### src/rtl/pipeline_hazard_ctrl.sv
// Pipeline advance/hold/flush sequencing for a five-stage pipeline.
// Optional perf counters when HAZARD_PERF_CNT_EN is defined.
module pipeline_hazard_ctrl #(
    parameter int FLUSH_CYCLES = 1,
    parameter int MEM_TIMEOUT  = 255
) (
    input  logic        clk,
    input  logic        reset,
    input  logic [4:0]  id_rs_address,
    input  logic [4:0]  id_rt_address,
    input  logic        id_uses_rt,
    input  logic        ex_MemRead,
    input  logic [4:0]  ex_rt_address,
    input  logic        ex_branch_taken,
    input  logic        ex_jump,
    input  logic        mem_req,
    input  logic        mem_ready,
    output logic        pc_write,
    output logic        if_id_write,
    output logic        if_id_flush,
    output logic        id_ex_bubble,
    output logic        pipe_freeze,
    output logic        stall,
    output logic [1:0]  state_out,
    output logic        mem_timeout
`ifdef HAZARD_PERF_CNT_EN
    ,
    output logic [31:0] perf_stall_cnt,
    output logic [31:0] perf_flush_cnt
`endif
);

    typedef enum logic [1:0] {
        RUN      = 2'b00,
        MEM_WAIT = 2'b01,
        FLUSH    = 2'b10
    } state_t;

    localparam logic [2:0]  FLUSH_RELOAD = 3'(FLUSH_CYCLES - 1);
    localparam logic [15:0] TIMEOUT_VAL  = 16'(MEM_TIMEOUT);

    state_t      state;
    logic [15:0] wait_cnt;
    logic [2:0]  flush_cnt;
    logic        timeout_q;

    logic load_use, redirect, mem_hold;
    logic freeze_c, flush_c, lu_c;

    assign load_use = ex_MemRead && (ex_rt_address != 5'd0) &&
                      ((ex_rt_address == id_rs_address) ||
                       (id_uses_rt && (ex_rt_address == id_rt_address)));
    assign redirect = ex_branch_taken | ex_jump;
    assign mem_hold = mem_req & ~mem_ready;

    // Priority freeze > redirect > load_use; MEM_WAIT ignores EX until released.
    always_comb begin
        freeze_c = 1'b0;
        flush_c  = 1'b0;
        lu_c     = 1'b0;
        case (state)
            RUN: begin
                if (mem_hold)      freeze_c = 1'b1;
                else if (redirect) flush_c  = 1'b1;
                else if (load_use) lu_c     = 1'b1;
            end
            MEM_WAIT: freeze_c = mem_hold;
            FLUSH: begin
                if (mem_hold) freeze_c = 1'b1;
                else          flush_c  = 1'b1;
            end
            default: ;
        endcase
    end

    always_comb begin
        if (!reset) begin
            pc_write     = 1'b0;
            if_id_write  = 1'b0;
            if_id_flush  = 1'b1;
            id_ex_bubble = 1'b1;
            pipe_freeze  = 1'b0;
            stall        = 1'b1;
        end else begin
            pc_write     = ~(freeze_c | lu_c);
            if_id_write  = ~(freeze_c | lu_c);
            if_id_flush  = flush_c;
            id_ex_bubble = flush_c | lu_c;
            pipe_freeze  = freeze_c;
            stall        = freeze_c | flush_c | lu_c;
        end
    end

    always_ff @(posedge clk) begin
        if (!reset) begin
            state     <= RUN;
            wait_cnt  <= 16'd0;
            flush_cnt <= 3'd0;
            timeout_q <= 1'b0;
        end else begin
            case (state)
                RUN: begin
                    if (mem_hold) begin
                        state    <= MEM_WAIT;
                        wait_cnt <= 16'd1;
                    end else if (redirect && (FLUSH_CYCLES > 1)) begin
                        state     <= FLUSH;
                        flush_cnt <= FLUSH_RELOAD;
                    end
                end
                MEM_WAIT: begin
                    if (!mem_hold) begin
                        state <= RUN;
                    end else if (wait_cnt == TIMEOUT_VAL) begin
                        timeout_q <= 1'b1;
                        state     <= RUN;
                    end else if (wait_cnt != 16'hFFFF) begin
                        wait_cnt <= wait_cnt + 16'd1;
                    end
                end
                FLUSH: begin
                    // A freeze here drops the rest of the flush once memory releases.
                    if (mem_hold) begin
                        state    <= MEM_WAIT;
                        wait_cnt <= 16'd1;
                    end else if (redirect) begin
                        flush_cnt <= FLUSH_RELOAD;
                    end else if (flush_cnt <= 3'd1) begin
                        state <= RUN;
                    end else begin
                        flush_cnt <= flush_cnt - 3'd1;
                    end
                end
                default: state <= RUN;
            endcase
        end
    end

    assign state_out   = state;
    assign mem_timeout = timeout_q;

`ifdef HAZARD_PERF_CNT_EN
    always_ff @(posedge clk) begin
        if (!reset) begin
            perf_stall_cnt <= 32'd0;
            perf_flush_cnt <= 32'd0;
        end else begin
            if (stall && !if_id_flush && perf_stall_cnt != 32'hFFFF_FFFF)
                perf_stall_cnt <= perf_stall_cnt + 32'd1;
            if (if_id_flush && perf_flush_cnt != 32'hFFFF_FFFF)
                perf_flush_cnt <= perf_flush_cnt + 32'd1;
        end
    end
`endif

endmodule

### config.mk
export PLATFORM = sky130hd
export DESIGN_NAME = pipeline_hazard_ctrl
export DESIGN_NICKNAME = d
export VERILOG_FILES = /design/src/rtl/pipeline_hazard_ctrl.sv
export SDC_FILE = /design/constraint.sdc
export NUM_CORES = 1
export LEC_CHECK = 0
export BUFFER_PORTS_ARGS = -buffer_cell sky130_fd_sc_hd__buf_2
export CORE_UTILIZATION = 52
export CTS_CLUSTER_DIAMETER = 60
export DETAILED_ROUTE_END_ITERATION = 6
export GPL_ROUTABILITY_DRIVEN = 1
export GPL_TIMING_DRIVEN = 0
export PLACE_DENSITY_LB_ADDON = 0.1
export SETUP_SLACK_MARGIN = 0.4
export SLEW_MARGIN = 20
export SYNTH_ARGS = -nofsm -noshare
export SYNTH_HDL_FRONTEND = slang
export SYNTH_SLANG_ARGS = --single-unit
export TNS_END_PERCENT = 20
### constraint.sdc
create_clock -name clk -period 2.75 [get_ports clk]
set_input_delay 0.6875 -clock clk [delete_from_list [all_inputs] [get_ports clk]]
set_output_delay 0.6875 -clock clk [all_outputs]
set_load 0.01 [all_outputs]
==> impl_metrics.tcl <==
set metrics [dict create \
    outcome "completed" \
    finClkSkew_ns 0.00456 \
    fin_crit_ns 2.58 \
    tritoncts "yes" \
    path_max_fanout 2 \
    critPathBufInv 3 \
    async_flop_share_pct 0 \
    synth_fp_nets 169 \
    maxCapViolCount 0 \
    rows 17 \
    nets 205 \
    clock-sinks 18 \
    final_common_cell "buf_2" \
    initial_core_util_pct 55.0 \
    synth-seq-cells 18 \
    final_cell_mix "buf_2 (24), dfxtp_1 (18), nand3_1 (10), a21oi_1 (10)" \
    clk_latency_ns 0.29 \
    yosysTopAreaCell "dfxtp_1" \
    wirelength_um 3180 \
    hpwl_um 2290 \
    synth_top_area_share_pct 29.6 \
    critPathSlowestCell "nor4_2" \
    avgSynthCellArea_um2 8.39 \
    total_power_mw 0.495 \
    path_cells "buf_6 -> xor2_2 -> nor4_2 -> and3_1 -> o221ai_2 -> and3_4 -> buf_6 -> buf_6" \
    path_clk_slew_ns 0.10 \
    report.final.slew_viol_count 0 \
    worstReg2RegStart "wait_cnt[0]$_SDFFE_PN0P_" \
    ant_nets 0 \
    die_h_um 50.4 \
    rsz0062_at_grt "yes" \
    clk_path_buf_depth 2 \
    netlist-cell-type-count 45 \
    fillers 190 \
    worst_slew_pin_slew_ns 0.595 \
    fmax_mhz 387 \
    hold_path_depth 2 \
    cts_root_buf "clkbuf_4" \
    port-buffer-count 30 \
    synth-simple-area-share_pct 33.0 \
    synth_xor_area_share_pct 7.20 \
    via_count 1298 \
    critPathTopFamily "simple AND/OR/NAND/NOR gates" \
    r2r_cells 7 \
    first_pass_iters 4 \
    htreeDepth 1 \
    synth-adder-area-share_pct 1.03 \
    grt_pass1_wl_um 5180 \
    wl_per_cell_um 15.4 \
    crit_required_ns 2.06 \
    synth_compound_area_share_pct 22.1 \
    muxShareOfSynthArea_pct 0.823 \
    setup_viol 0 \
    multi_input_area_um2 813 \
    r2r-end "wait_cnt[15]$_SDFFE_PN0P_" \
    grt_remaining_overflow 0 \
    antenna_found_initial 0 \
    synthesis.area_um2 1220 \
    cpMostUsedCell "buf_6" \
    cts_hold_buf 0 \
    synth_top_family_by_area "simple AND/OR/NAND/NOR gates" \
    holdWs_ns 0.510 \
    hp-class "reg2reg" \
    yosysSeqAreaShare_pct 29.6 \
    ys.flop_type "dfxtp_1" \
    boundaryPins 32 \
    power_density_nw_per_um2 328 \
    peakVddDrop_uv 262 \
    final_hold_viol_count 0 \
    hold_path_end "wait_cnt[4]$_SDFFE_PN0P_" \
    dieArea_um2 2540 \
    synth_cells 145 \
    drive_gt1_share_pct 30.2 \
    avgViaCountPerCell 6.27 \
    min-delay-start "wait_cnt[4]$_SDFFE_PN0P_" \
    crit_arrival_ns 1.90 \
    core-area_um2 2210 \
    cts-buffers-inserted 3 \
    timing.final.crit_share_pct 94.0 \
    cp_slowest_stage_delay_ns 0.25 \
    place_area_um2 1420 \
    register_area_um2 360 \
    grt_start_max_net_pins 11 \
    critPathLaunchType "input pin" \
    synthTopCellsByArea "dfxtp_1 (30%), or4_1 (6.2%), o31ai_1 (5.6%)" \
    place.gp.congestion 0.828 \
    p_leak_nw 0.538 \
    antenna_cells 0 \
    track_usage_pct 26.8 \
    crit_type "in2out" \
    crit_path_end_kind "output port" \
    drt-initial-drc-count 51 \
    syn_to_final_growth_pct 24.2 \
    die_w_um 50.4 \
    rrSetupSlack_ns 0.49 \
    fin_setup_tns_ns 0 \
    synth_edf_count 0 \
    drc_errors 0 \
    fin_area_um2 1510 \
    maxSlewHeadroom_pct 59.9 \
    grt_pass1_vias 1189 \
    ys_warn_count 0 \
]
-- cell type report --
cell class                 count  share of cell area [%]
sequential                    18                    23.9
buffer                         7                    4.47
clock buffer                   3                    1.49
inverter                       2                   0.497
timing repair buffer          31                    13.5
multi-input combinational    118                    53.9
tap                           28                    2.32
-- synth_stat cells, types with 2 or more instances --
master	n
dfxtp_1	18
a21oi_1	10
nand3_1	10
or4_1	10
nand2_1	9
o31ai_1	9
nor2_1	7
and3_1	6
xor2_1	6
nand4_1	4
nor3_1	4
xnor2_1	4
a21oi_2	3
o2111ai_1	3
o21ai_1	3
or3_1	3
and2_1	2
buf_2	2
buf_4	2
inv_1	2
nand2b_1	2
nor2b_1	2
o21ai_0	2
-- report_power, final --
group	switching, mW	internal (mW)
Sequential	0.00365	0.263
Clock	0.0799	0.0510
Combinational	0.0478	0.0500
-- worst register-to-register path, cell delays in order (launching register included) --
cell and delay [ns]:
dfxtp_1 0.46, ha_1 0.27, nand2_1 0.09, or4_4 0.54, nor2_2 0.28, buf_2 0.31
o31ai_1 0.11, a21oi_1 0.13
-- flip-flops by register name, summed over array words and instances (netlist names) --
signal       cells
mem_timeout      1
state_out        1
wait_cnt        16
-- metrics by stage --
step / util, % / std cells / setup WS (ns)
after floorplan: - / 145 / 0.360
after global placement: 64.2 / 203 / 0.0937
after detailed placement: 64.2 / 203 / 0.0806
after CTS: 67.1 / 207 / 0.106
after global routing: 68.3 / 207 / 0.0665
final: 68.3 / 207 / 0.166
-- per-layer routing --
layer | vias up | share of wire, % | routed length, um | global-route usage [%]
li1 | 623 | - | - | -
met4 | 0 | 1.8 | 57 | 12.0
met3 | 8 | 6.5 | 208 | 3.94
met5 | - | 0 | 0 | 0
met1 | 606 | 44 | 1410 | 33.3
met2 | 61 | 47 | 1510 | 45.3
-- logic make-up after synthesis --
group	after synthesis
buf+inv	9
compound gates	38
simple gates	67
other cells	1
mux	1
flops	18
fa+ha+maj	1
xor+xnor	10
-- how the worst max path moves through the flow --
stage / start / end / slack, ns / depth (start not counted)
5_1_grt: ex_rt_address[4] / pc_write / 0.07 / 8
6_report: id_rt_address[4] / pc_write / 0.17 / 8
2_1_floorplan: ex_rt_address[1] / pc_write / 0.36 / 4
3_3_place_gp: ex_rt_address[4] / pc_write / 0.09 / 8
4_1_cts: id_rt_address[1] / pc_write / 0.11 / 8
3_5_place_dp: ex_rt_address[4] / pc_write / 0.08 / 8
-- timing repair --
item                       in CTS  in global routing
resized for setup               8                  5
setup endpoints to repair       4                  7
pin swaps                       6                  5
setup buffers                   1                  0
Note: power is estimated with default switching activity, not from simulation.
